<file path="src/rtl/nibble_serial_add_ctrl.sv">
// -----------------------------------------------------------------------------
// full_adder_4bit
//   Purpose : purely combinational 4-bit ripple adder with carry in/out. This is
//             the single arithmetic cell that the serial controller reuses once
//             per nibble.
//   Ports   : a_i, b_i  [3:0]  nibble operands
//             cin_i            carry into bit 0
//             sum_o     [3:0]  nibble sum
//             cout_o           carry out of bit 3
// -----------------------------------------------------------------------------
module full_adder_4bit (
   input  logic [3:0] a_i,
   input  logic [3:0] b_i,
   input  logic       cin_i,
   output logic [3:0] sum_o,
   output logic       cout_o
);

   logic [4:0] total;

   assign total  = {1'b0, a_i} + {1'b0, b_i} + {4'b0000, cin_i};
   assign sum_o  = total[3:0];
   assign cout_o = total[4];

endmodule

// -----------------------------------------------------------------------------
// nibble_serial_add_ctrl
//   Purpose : bit-serial (nibble-serial) wide add/subtract. One full_adder_4bit
//             is stepped across WIDTH-bit operands, least significant nibble
//             first, with the carry held in a register between nibbles. One
//             operation is in flight at a time; valid/ready on both sides.
//   Params  : WIDTH        operand/result width, multiple of 4 and >= 4
//   Ports   : clk          rising-edge clock
//             rst_n        asynchronous active-low reset
//             start_valid  request carries valid operands
//             start_ready  controller can accept (IDLE only)
//             operand_a    addend / minuend
//             operand_b    addend / subtrahend
//             carry_in     add: carry in, subtract: borrow in
//             sub          0 = A+B+cin, 1 = A-B-borrow
//             result       sum / difference
//             carry_out    add: carry, subtract: 1 = no borrow
//             overflow     two's-complement signed overflow
//             result_valid result/carry_out/overflow valid
//             result_ready consumer takes the result
//             busy         operation in RUN or DONE
// -----------------------------------------------------------------------------
module nibble_serial_add_ctrl #(
   parameter int WIDTH = 16
) (
   input  logic             clk,
   input  logic             rst_n,
   input  logic             start_valid,
   output logic             start_ready,
   input  logic [WIDTH-1:0] operand_a,
   input  logic [WIDTH-1:0] operand_b,
   input  logic             carry_in,
   input  logic             sub,
   output logic [WIDTH-1:0] result,
   output logic             carry_out,
   output logic             overflow,
   output logic             result_valid,
   input  logic             result_ready,
   output logic             busy
);

   localparam int NIBBLES = WIDTH / 4;
   // Keep the counter at least one bit wide so WIDTH=4 still elaborates.
   localparam int CNT_W   = (NIBBLES > 1) ? $clog2(NIBBLES) : 1;
   localparam logic [CNT_W-1:0] LAST_CNT = CNT_W'(NIBBLES - 1);

   generate
      if ((WIDTH < 4) || ((WIDTH % 4) != 0)) begin : g_bad_width
         $error("nibble_serial_add_ctrl: WIDTH must be a multiple of 4 and >= 4");
      end
   endgenerate

   typedef enum logic [1:0] {
      ST_IDLE = 2'd0,
      ST_RUN  = 2'd1,
      ST_DONE = 2'd2
   } state_t;

   state_t           state_q;
   logic [CNT_W-1:0] cnt_q;
   logic             carry_q;
   logic [WIDTH-1:0] a_sh_q;
   logic [WIDTH-1:0] b_sh_q;
   logic [WIDTH-1:0] result_q;
   logic             carry_out_q;
   logic             overflow_q;
   logic             result_valid_q;
   logic             busy_q;
   logic             start_ready_q;

   logic [3:0]       sum4;
   logic             cout4;
   logic [WIDTH-1:0] result_shift;
   logic             last_nibble;
   logic             ovf_nibble;

   // Single shared adder; subtraction arrives here already as A + ~B + ~borrow.
   full_adder_4bit u_fa (
      .a_i   (a_sh_q[3:0]),
      .b_i   (b_sh_q[3:0]),
      .cin_i (carry_q),
      .sum_o (sum4),
      .cout_o(cout4)
   );

   // New nibble enters at the top; after NIBBLES shifts the first nibble has
   // reached bit 0, so the result register ends up in natural bit order.
   generate
      if (NIBBLES == 1) begin : g_res_single
         assign result_shift = sum4;
      end else begin : g_res_multi
         assign result_shift = {sum4, result_q[WIDTH-1:4]};
      end
   endgenerate

   assign last_nibble = (cnt_q == LAST_CNT);

   // Signed overflow is decided by the top nibble alone: same-sign inputs
   // (after the optional inversion of B) producing a different-sign sum.
   assign ovf_nibble = (a_sh_q[3] == b_sh_q[3]) && (sum4[3] != a_sh_q[3]);

   always_ff @(posedge clk or negedge rst_n) begin
      if (!rst_n) begin
         state_q        <= ST_IDLE;
         cnt_q          <= '0;
         carry_q        <= 1'b0;
         a_sh_q         <= '0;
         b_sh_q         <= '0;
         result_q       <= '0;
         carry_out_q    <= 1'b0;
         overflow_q     <= 1'b0;
         result_valid_q <= 1'b0;
         busy_q         <= 1'b0;
         start_ready_q  <= 1'b1;
      end else begin
         case (state_q)
            ST_IDLE: begin
               if (start_valid) begin
                  a_sh_q        <= operand_a;
                  b_sh_q        <= sub ? ~operand_b : operand_b;
                  // Carry is always reloaded so nothing leaks from the previous op.
                  carry_q       <= sub ? ~carry_in : carry_in;
                  cnt_q         <= '0;
                  busy_q        <= 1'b1;
                  start_ready_q <= 1'b0;
                  state_q       <= ST_RUN;
               end
            end

            ST_RUN: begin
               result_q <= result_shift;
               a_sh_q   <= a_sh_q >> 4;
               b_sh_q   <= b_sh_q >> 4;
               carry_q  <= cout4;
               cnt_q    <= cnt_q + CNT_W'(1);
               if (last_nibble) begin
                  overflow_q     <= ovf_nibble;
                  carry_out_q    <= cout4;
                  result_valid_q <= 1'b1;
                  state_q        <= ST_DONE;
               end
            end

            ST_DONE: begin
               if (result_ready) begin
                  result_valid_q <= 1'b0;
                  busy_q         <= 1'b0;
                  start_ready_q  <= 1'b1;
                  state_q        <= ST_IDLE;
               end
            end

            default: begin
               state_q        <= ST_IDLE;
               result_valid_q <= 1'b0;
               busy_q         <= 1'b0;
               start_ready_q  <= 1'b1;
            end
         endcase
      end
   end

   assign start_ready  = start_ready_q;
   assign result       = result_q;
   assign carry_out    = carry_out_q;
   assign overflow     = overflow_q;
   assign result_valid = result_valid_q;
   assign busy         = busy_q;

endmodule

</file>
<file path="config.mk">
export PLATFORM = sky130hd
export DESIGN_NAME = nibble_serial_add_ctrl
export DESIGN_NICKNAME = d
export VERILOG_FILES = /design/src/rtl/nibble_serial_add_ctrl.sv
export SDC_FILE = /design/constraint.sdc
export NUM_CORES = 1
export LEC_CHECK = 0
export ABC_AREA = 1
export CAP_MARGIN = 0
export CORE_MARGIN = 10
export CORE_UTILIZATION = 39
export CTS_CLUSTER_SIZE = 14
export DETAILED_ROUTE_END_ITERATION = 7
export DONT_BUFFER_PORTS = 1
export PLACE_DENSITY = 0.58
export SLEW_MARGIN = 5
export SYNTH_ARGS = -nofsm -noshare
export SYNTH_HDL_FRONTEND = slang
export SYNTH_HIERARCHICAL = 1
export SYNTH_SLANG_ARGS = --single-unit
export TNS_END_PERCENT = 20
</file>
<file path="constraint.sdc">
create_clock -name clk -period 1.68 [get_ports clk]
set_input_delay 0.42 -clock clk [delete_from_list [all_inputs] [get_ports clk]]
set_output_delay 0.42 -clock clk [all_outputs]
set_load 0.02 [all_outputs]
</file>
* Word-level counts from Yosys, hierarchy flattened
Cells that the tools add are included.
** Storage, ports and cells
- Register bits after elaboration :: 58
- Bits of input ports :: 38
- Output and inout port bits :: 21
- Word-level logic and storage cells :: 56
** Operators by class
- $add $sub $neg :: 3
- Equality and inequality tests :: 8
- Muxes and demuxes :: 22
- Bitwise gates (word level) :: 4
- Reduce and logical (&&, ||, !) cells :: 8
** Operators by type and width (count)
- $pmux W16 S2 :: 2
- $mux W16 :: 3
- $not A16 Y16 :: 1
- $pmux W1 S3 :: 3
- $reduce_and A3 Y1 :: 3
- $mux W2 :: 4
- $mux W1 :: 7
- $ne A2 B2 Y1 const B :: 3
- $pmux W2 S3 :: 1
- $add A4 B4 Y5 :: 1
- $add A5 B1 Y5 :: 1
- $eq A2 B2 Y1 const B :: 2
- $pmux W2 S2 :: 1
- $reduce_and A2 Y1 :: 2
- $not A1 Y1 :: 3
- $add A2 B1 Y2 const B :: 1
- $eq A2 B1 Y1 const B :: 1
- $logic_not A2 Y1 :: 1
- $pmux W1 S2 :: 1
- $reduce_bool A2 Y1 :: 1
- $eq A1 B1 Y1 :: 1
- $logic_and A1 B1 Y1 :: 1
- $ne A1 B1 Y1 :: 1

* Logic depth before layout (Yosys ltp)
Gate-level depths: netlist (run 1).
- Depth in word-level cells :: 4
- Depth in mapped cells :: 10
- Mapped depth without buffers :: 10

* By module
The synthesis (run 1) kept the hierarchy.
** By module, submodules not included
- nibble_serial_add_ctrl :: instances 1, cells an instance 390, area an instance 2924.1 um2, seq. area each 1452.6 um2
- full_adder_4bit :: instances 1, cells an instance 25, area an instance 165.2 um2, seq. area each 0.0 um2

* Least setup slack after synthesis (run 1)
No wires, ideal clock.
- Path kind :: register -> register
- Start :: register a_sh_q[0]
- End :: register result_q[13], in the netlist result[13]
- Setup time :: 0.083 ns
- Arrival time :: 1.447 ns
- Required time :: 1.597 ns
- Path slack :: 0.151 ns
- Cell stages (with the launch flop) :: 7
- Buffers on the path :: 0
- Period minus slack after synthesis :: 1.529 ns
- Path through :: dfrtp_1 fa_1 inv_1 fa_1 inv_1 nand2_1 o21ai_0
** Between the ends
- Longest elaborated chain between the ends :: 2
** Ends and longest elaborated chain
- start, declared :: RTL line 88 : logic [WIDTH-1:0] a_sh_q;
- start signal, assigned :: RTL line 145 : a_sh_q <= operand_a;
- start signal, assigned :: RTL line 158 : a_sh_q <= a_sh_q >> 4;
- $add A4 B4 Y5 :: RTL line 21 : assign total = {1'b0, a_i} + {1'b0, b_i} + {4'b0000, cin_i};
- $add A5 B1 Y5 :: RTL line 21
- net sum4[1] :: RTL line 97 : logic [3:0] sum4;
- end signal, assigned :: RTL line 157 : result_q <= result_shift;
- end, declared :: RTL line 90 : logic [WIDTH-1:0] result_q;
The timed path passes the listed nets, and every way through them passes these cells.
A chain may end at the register's enable or synchronous reset.

* Worst setup path after layout (run 1)
- Start :: register a_sh_q[0]
- End :: register carry_q
** Between the ends
- Longest elaborated chain between the ends :: 3
** Ends and longest elaborated chain
- $add A4 B4 Y5 :: RTL line 21
- $add A5 B1 Y5 :: RTL line 21
- net cout4 :: RTL line 98 : logic cout4;
- $pmux W1 S2 :: RTL line 142 : case (state_q)
- end signal, assigned :: RTL line 148 : carry_q <= sub ? ~carry_in : carry_in;
- end signal, assigned :: RTL line 160 : carry_q <= cout4;
- end, declared :: RTL line 87 : logic carry_q;
The timed path passes the listed nets, and every way through them passes these cells.

==> results of run 1 <==
per-layer routing:
layer,global-route usage (%),up-vias,part of all wire [%]
li1,-,1283,-
met1,15.0,1210,42
met2,20.1,64,48
met3,4.31,8,8.3
met4,5.93,0,1.6
met5,0,-,0
cell type report:
class | count | area (um2) | share of cell area [%]
clock buffers | 11 | 151 | 4.41
multi-input cells | 278 | 1290 | 37.5
inverters | 58 | 218 | 6.34
flip-flops and latches | 58 | 1450 | 42.3
well taps | 102 | 128 | 3.72
repair buffers | 11 | 95.1 | 2.77
clock inverters | 5 | 100 | 2.92
through the flow:
step           power [uW]  hold WS (ns)  utilization (%)
2_1_floorplan        5030         0.124                -
3_3_place_gp         5560         0.126             41.0
3_5_place_dp         5650         0.126             41.0
4_1_cts              7310        -0.239             44.3
5_1_grt              7970        -0.251             44.4
6_report             7230        -0.220             44.4
power by group through the flow:
stage / clock network, uW / logic (uW) / registers (uW)
floorplan: 0 / 2390 / 2630
global placement: 0 / 2810 / 2750
detailed placement: 0 / 2880 / 2770
CTS: 1660 / 2900 / 2750
global route: 1740 / 3390 / 2830
finish: 1630 / 2880 / 2730
kinds of logic (layout without fill, tap and decap cells):
| kind of cell | after synthesis | after routing | share of synthesized area [%] |
|---|---|---|---|
| XOR/XNOR | 5 | 5 | 1.42 |
| AND/OR/NAND/NOR | 247 | 247 | 33.7 |
| adder cells (fa/ha/maj) | 6 | 6 | 2.92 |
| AO/OA/AOI/OAI | 20 | 20 | 3.44 |
| buffers and inverters | 79 | 85 | 11.5 |
| flip-flops | 58 | 58 | 47.0 |
worst paths after layout:
kind | start | to | slack, ns | cells past startpoint
max in group asynchronous | rst_n | start_ready | 1.70 | 0
min in group clk | result_ready | state_q[1] | 0.18 | 1
worst min-delay path | rst_n | result[3] | -0.22 | 0
worst max register to register | a_sh_q[0] | carry_q | 0.1 | 8
worst min register to register | cnt_q[0] | cnt_q[0] | 0.49 | 1
worst max-delay path | a_sh_q[0] | carry_q | 0.1 | 8
cells in the final DEF, fill, tap and decap left out, types with 2 or more instances in the layout:
cell type  count
nand2_1      162
nand3_1       76
dfrtp_1       57
inv_1         55
o21ai_0       13
clkbuf_8      11
buf_4         10
nor2_1         5
a21oi_1        4
xor2_1         4
ha_1           4
inv_2          3
bufinv_16      3
nand2_2        2
clkinv_2       2
flip-flops by register name, indices dropped and copies added (netlist names):
register,flops
cnt_q,2
overflow,1
result_valid,1
busy,1
state_q,2
b_sh_q,16
carry_q,1
result,16
a_sh_q,16
start_ready,1
carry_out,1
worst register-to-register path: stages, from the launching register on:
cell and delay (ns):
dfrtp_1 0.39, fa_2 0.23, inv_1 0.06, fa_1 0.41
o21ai_2 0.18, nand3_1 0.09, nand2_1 0.07, nand2_1 0.05
nand2_1 0.05
timing repair:
item / CTS / global route
buffers inserted: 0 / 1
setup endpoints to repair: 0 / 2
hold endpoints to repair: 58 / 58
gates resized for setup: 0 / 2
==> impl_metrics.toml, run 1 <==
[run_status]
status = "complete, but fails checks"
violations = "negative hold slack"

[synth]
synth.most_common_cell = "nand2_1"
ys_seq_elements = 58
syn-cell-area_um2 = 3090
synth_nets = 459
synth_top_area_share_pct = 46.2
ys_async_sr_fraction_pct = 100
synth_top_area_cell = "dfrtp_1"
synth_edf_count = 0
yosys_most_used_dff = "dfrtp_1"
yosysWarnings = 6
ys_types = 22
synth_common_cells = "162 x nand2_1, 76 x nand3_1, 57 x dfrtp_1"
netlist_instances = 415
syn_area_per_cell_um2 = 7.44
synth-seq-area-share_pct = 47.0
synth.area.top_cells = "dfrtp_1 46%, nand2_1 20%, nand3_1 12%"

[clocking]
clock_path_buffers = 2
clock_sinks = 58
root_buffer = "clkbuf_8"
cts_tree = "yes"
cts_max_level = 3
clk_pin_slew_worst_paths_ns = 0.07
cts_buffers = 9
clk_latency_ns = 0.33

[final_layout]
drive_above_1_share_pct = 9.03
n_fill_cell = 821
num-nets-final = 460
num_antenna_cells = 0
area_growth_pct = 11.1
fin_area_um2 = 3430
final_cells = 523

[worst_setup_path]
slowest_stage = "fa_1"
arrival_ns = 1.86
critPathTopFamily = "adder cells"
endpoint_kind = "flip-flop"
cp.buffers_inverters = 1
worstPathMaxFanout = 3
max_stage_delay_ns = 0.41
startpoint_type = "flip-flop"
critPathRequiredTime_ns = 1.95
cp_common_cell = "nand2_1"
path_cells = "fa_2 > inv_1 > fa_1 > o21ai_2 > nand3_1 > nand2_1 > nand2_1 > nand2_1"
worstSetupPathType = "reg -> reg"

[route]
ant_nets = 0
drc = 0
first_pass_iters = 4
routed_via_density = 4.90
routedWlPerCell_um = 13.7
vias = 2565
drt_iter0_drc = 136
wirelength_mm = 7.15

[power_and_ir_drop]
pwr-share-clk_pct = 22.5
power_switching_uw = 3080
p_comb_share_pct = 39.8
power.density_nw_per_um2 = 2110
switching_share_pct = 42.5
ir_worst_vdd_mv = 0.670
p_seq_share_pct = 37.8
leakage_uw = 0.00193
intPower_uw = 4160

[grt]
grt_pass1_vias = 2500
grt_pass1_wl_mm = 11.9
antenna_found_initial = 0
grt.total_usage_pct = 12.6
grt_max_degree = 59
grt_overflow_total = 0

[placed_design]
dpl-instance-area_um2 = 3170
place_inst = 506
place_ws_ns = 0.0561
place.port_buffers = 0
dpl.hpwl_mm = 5.02
gp_congestion = 0.795

[timing]
skew_ns = 0.00676
slew_violations = 0
max_slew_margin_pct = 74.4
worstMarginPinSlew_ns = 0.383
whs_ns = -0.220
post-route-period-util_pct = 94.3
timing.final.ws_setup_ns = 0.0963
setup_viol_count_final = 0
fin_setup_tns_ns = 0
max_freq_ghz = 0.631
hold_violations = 58
fin_crit_ns = 1.58

[die]
coreArea_um2 = 7730
start_util_pct = 40.0
chipHeight_um = 109
fp.dieW_um = 109
dieArea_um2 = 11900
rows = 32
io_pins = 59

[job]
cap_violations = 0

[min_path]
worstHoldPathType = "in -> async"
Note: power is estimated with default switching activity, not from simulation.
==> run 2: changes to the inputs <==
--- a/config.mk
+++ b/config.mk
@@ -12,7 +12,6 @@
 export CTS_CLUSTER_SIZE = 14
 export DETAILED_ROUTE_END_ITERATION = 7
 export DONT_BUFFER_PORTS = 1
-export PLACE_DENSITY = 0.58
 export SLEW_MARGIN = 5
 export SYNTH_ARGS = -nofsm -noshare
 export SYNTH_HDL_FRONTEND = slang
==> impl_metrics.toml, run 2 (same netlist as run 1, synthesis figures left out) <==
[final_layout]
fin_area_um2 = 3410
final_cells = 522
drive_above_1_share_pct = 9.05
final_common_cell = "nand2_1"
area_growth_pct = 10.5
num_antenna_cells = 0
final_util_pct = 44.2
mostFrequentLayoutCells = "162 x nand2_1, 76 x nand3_1, 57 x dfrtp_1"
num-nets-final = 459

[worst_setup_path]
startpoint = "a_sh_q[0]"
cp.buffers_inverters = 2
slowest_stage = "fa_2"
worstPathMaxFanout = 3
endpoint_kind = "flip-flop"
reg2reg_depth = 6
max_stage_delay_ns = 0.43
worstSetupPathType = "reg -> reg"
r2r-start = "a_sh_q[0]"
arrival_ns = 1.84
critPathTopFamily = "adder cells"
path_cells = "fa_2 > inv_1 > fa_2 > inv_1 > nand2_1 > o21ai_0"
critPathRequiredTime_ns = 1.94
startpoint_type = "flip-flop"
cp.depth = 6

[clocking]
cts_tree = "yes"
clock_sinks = 58
cts_max_level = 3
clock_path_buffers = 2
cts_buffers = 9
cts_setup_buffers = 0
clk_pin_slew_worst_paths_ns = 0.07
root_buffer = "clkbuf_8"
clk_latency_ns = 0.34

[timing]
rsz0062_at_grt = "false"
fin_setup_tns_ns = 0
fin_crit_ns = 1.59
slew_violations = 0
setup_viol_count_final = 0
whs_ns = -0.228
hold_violations = 58
max_slew_margin_pct = 75.2
worstMarginPinSlew_ns = 0.372
max_freq_ghz = 0.631
post-route-period-util_pct = 94.4
skew_ns = 0.00712

[grt]
grt_overflow_total = 0
grt_pass1_wl_mm = 11.9
grt_max_degree = 59
grt_pass1_vias = 2458
grt.total_usage_pct = 12.6
antenna_found_initial = 0

[run_status]
violations = "negative hold slack"
status = "complete, but fails checks"

[min_path]
worstHoldPathType = "in -> async"

[die]
dieArea_um2 = 11900
start_util_pct = 40.0
fp.dieW_um = 109
coreArea_um2 = 7730
chipHeight_um = 109
rows = 32
io_pins = 59

[route]
routedWlPerCell_um = 13.7
routed_via_density = 4.76
drt_iter0_drc = 138
ant_nets = 0
drc = 0
vias = 2485
wirelength_mm = 7.17
first_pass_iters = 4

[placed_design]
dpl.hpwl_mm = 4.92
gp_congestion = 0.762
dpl-instance-area_um2 = 3170
place_inst = 506
place.port_buffers = 0

[power_and_ir_drop]
power.density_nw_per_um2 = 2100
ir_worst_vdd_mv = 0.606
leakage_uw = 0.00192

[job]
cap_violations = 0
## run 2: metal layers
metal	up-vias	global-route usage, %	wire length, um
li1	1281	-	-
met1	1145	15.0	3140
met2	52	20.2	3370
met3	7	4.37	553
met4	0	5.37	107
met5	-	0	0
## run 2: layout make-up
| class | instances | area (um2) |
|---|---|---|
| Inverter | 58 | 218 |
| Multi-Input combinational cell | 278 | 1290 |
| Fill cell | 803 | 4310 |
| Sequential cell | 58 | 1450 |
| Timing Repair Buffer | 10 | 87.6 |
| Tap cell | 102 | 128 |
| Clock buffer | 12 | 165 |
| Clock inverter | 4 | 72.6 |
## run 2: final timing paths
kind                                to  slack, ns
max reg2reg                 result[13]       0.09
min reg2reg                   cnt_q[0]       0.51
min in group clk            state_q[1]       0.17
max                         result[13]       0.09
max in group asynchronous  start_ready       1.73
min                          result[1]      -0.23
## run 2: report_power, final
part	leakage (uW)	internal (uW)	total, uW	switching, uW
clock	0.000119	954	1530	578
combinational	0.00107	1080	2890	1810
sequential	0.000730	2030	2740	708
## run 2: per-stage QoR
step	worst slack, ns	total power (uW)
2_1_floorplan	0.151	5030
3_3_place_gp	0.0966	5580
3_5_place_dp	0.0508	5670
4_1_cts	0.0210	7240
5_1_grt	0.00578	7850
6_report	0.0945	7160
## run 2: what timing repair did
| item | in CTS | in global routing |
|---|---|---|
| resized for setup | 0 | 3 |
| setup endpoints to repair | 0 | 2 |
| endpoints found under the hold margin | 58 | 58 |
==> run 3: changes to the inputs <==
--- a/config.mk
+++ b/config.mk
@@ -12,6 +12,7 @@
 export CTS_CLUSTER_SIZE = 14
 export DETAILED_ROUTE_END_ITERATION = 7
 export DONT_BUFFER_PORTS = 1
+export RECOVER_POWER = 50
 export SLEW_MARGIN = 5
 export SYNTH_ARGS = -nofsm -noshare
 export SYNTH_HDL_FRONTEND = slang
==> impl_metrics.toml, run 3 (same netlist as run 1, synthesis figures left out) <==
[worst_setup_path]
max_stage_delay_ns = 0.42
timing.reg2reg.setup_slack_ns = 0.1
slowest_stage = "fa_2"
arrival_ns = 1.84
endpoint_kind = "flip-flop"
critPathRequiredTime_ns = 1.94
r2r-start = "a_sh_q[0]"
startpoint_type = "flip-flop"
worstPathMaxFanout = 3
path_cells = "fa_2 > inv_1 > fa_2 > inv_1 > nand2_1 > o21ai_0"
worstSetupPathType = "reg -> reg"
timing.rr.end = "result[13]"
cp.buffers_inverters = 2
critPathTopFamily = "adder cells"
reg2reg_depth = 6

[route]
first_pass_iters = 4
drt_iter0_drc = 146
ant_nets = 0
routedWlPerCell_um = 13.8
wirelength_mm = 7.19
vias = 2489
routed_via_density = 4.77
drc = 0

[clocking]
cts_setup_buffers = 0
clk_pin_slew_worst_paths_ns = 0.07
cts_buffers = 9
clock_sinks = 58
clock_path_buffers = 2
cts_tree = "yes"
cts_max_level = 3
clk_latency_ns = 0.34
root_buffer = "clkbuf_8"

[timing]
post-route-period-util_pct = 94.1
whs_ns = -0.227
max_slew_margin_pct = 66.0
timing.final.ws_setup_ns = 0.0984
max_freq_ghz = 0.632
rsz0062_at_grt = "false"
hold_violations = 58
fin_setup_tns_ns = 0
skew_ns = 0.00811
fin_crit_ns = 1.58
setup_viol_count_final = 0
worstMarginPinSlew_ns = 0.510
slew_violations = 0

[placed_design]
place_ws_ns = 0.0508
place.port_buffers = 0
dpl.hpwl_mm = 4.92
gp_congestion = 0.762

[die]
rows = 32
start_util_pct = 40.0
dieArea_um2 = 11900
coreArea_um2 = 7730
chipHeight_um = 109
io_pins = 59
fp.dieW_um = 109

[grt]
grt_pass1_vias = 2458
antenna_found_initial = 0
grt_pass1_wl_mm = 11.9
grt_max_degree = 59
grt_overflow_total = 0
grt.total_usage_pct = 12.6

[power_and_ir_drop]
p_comb_share_pct = 40.1
pwr-share-clk_pct = 21.6
switching_share_pct = 43.3
intPower_uw = 4030
leakage_uw = 0.00191
p_seq_share_pct = 38.4
ir_worst_vdd_mv = 0.604
power.density_nw_per_um2 = 2090
power_switching_uw = 3080

[final_layout]
final_common_cell = "nand2_1"
multiInputGateArea_um2 = 1280
drive_above_1_share_pct = 8.57
mostFrequentLayoutCells = "162 x nand2_1, 76 x nand3_1, 57 x dfrtp_1"
seqCellArea_um2 = 1450
num_antenna_cells = 0
num-nets-final = 459
area_growth_pct = 9.96
n_fill_cell = 807

[job]
cap_violations = 0

[run_status]
violations = "negative hold slack"
status = "complete, but fails checks"

[min_path]
worstHoldPathType = "in -> async"
run 3: changes by cell type in the layout (fill, tap and decap cells not counted), sizes merged:
cell and delta:
clkbuf +2, buf -2
run 3: what timing repair did:
action | in CTS | in global routing
endpoints found under the setup margin | 0 | 2
gates resized for setup | 0 | 3
endpoints found under the hold margin | 58 | 58
run 3: worst register-to-register path: cells and delay by family (launching register included):
| family | cells | cell delay [ns] |
|---|---|---|
| compound gates | 1 | 0.06 |
| fa+ha+maj | 2 | 0.85 |
| buf+inv | 2 | 0.15 |
| flops | 1 | 0.41 |
| simple gates | 1 | 0.04 |
run 3: metal layers:
metal / up-vias / global-route usage (%) / routed length, um / part of all wire, %
met3: 7 / 4.37 / 556 / 7.7
met1: 1145 / 15.0 / 3150 / 44
met5: - / 0 / 0 / 0
met4: 0 / 5.37 / 107 / 1.5
li1: 1281 / - / - / -
met2: 56 / 20.2 / 3370 / 47
run 3: metrics by stage:
stage          total power, uW  cells  area [um2]  util (%)  hold WS [ns]
6_report                  7110    522        3400      44.0        -0.227
3_5_place_dp              5670    506        3170      41.0         0.126
2_1_floorplan             5030    415        3090         -         0.124
3_3_place_gp              5580    506        3170      41.0         0.126
5_1_grt                   7800    522        3400      44.0        -0.256
4_1_cts                   7240    522        3410      44.1        -0.244
run 3: final cells by class:
cell class	instances	share of cell area (%)
Multi-Input combinational cell	278	37.6
Sequential cell	58	42.8
Inverter	58	6.41
Tap cell	102	3.76
Clock inverter	4	2.14
Clock buffer	12	4.86
Timing Repair Buffer	10	2.43
run 3: worst max-delay path by stage:
stage	cells past startpoint	from	to	slack, ns
6_report	6	a_sh_q[0]	result[13]	0.1
5_1_grt	8	a_sh_q[0]	carry_q	0.01
4_1_cts	8	a_sh_q[0]	carry_q	0.02
3_5_place_dp	8	a_sh_q[0]	carry_q	0.05
3_3_place_gp	8	a_sh_q[0]	carry_q	0.1
2_1_floorplan	6	a_sh_q[0]	result[13]	0.15
run 3: power groups by stage:
| stage | Combinational, uW | Clock, uW | Sequential, uW |
|---|---|---|---|
| 6_report | 2850 | 1530 | 2730 |
| 5_1_grt | 3330 | 1650 | 2820 |
| 4_1_cts | 2920 | 1570 | 2760 |
| 3_5_place_dp | 2900 | 0 | 2780 |
| 3_3_place_gp | 2820 | 0 | 2760 |
| 2_1_floorplan | 2390 | 0 | 2630 |
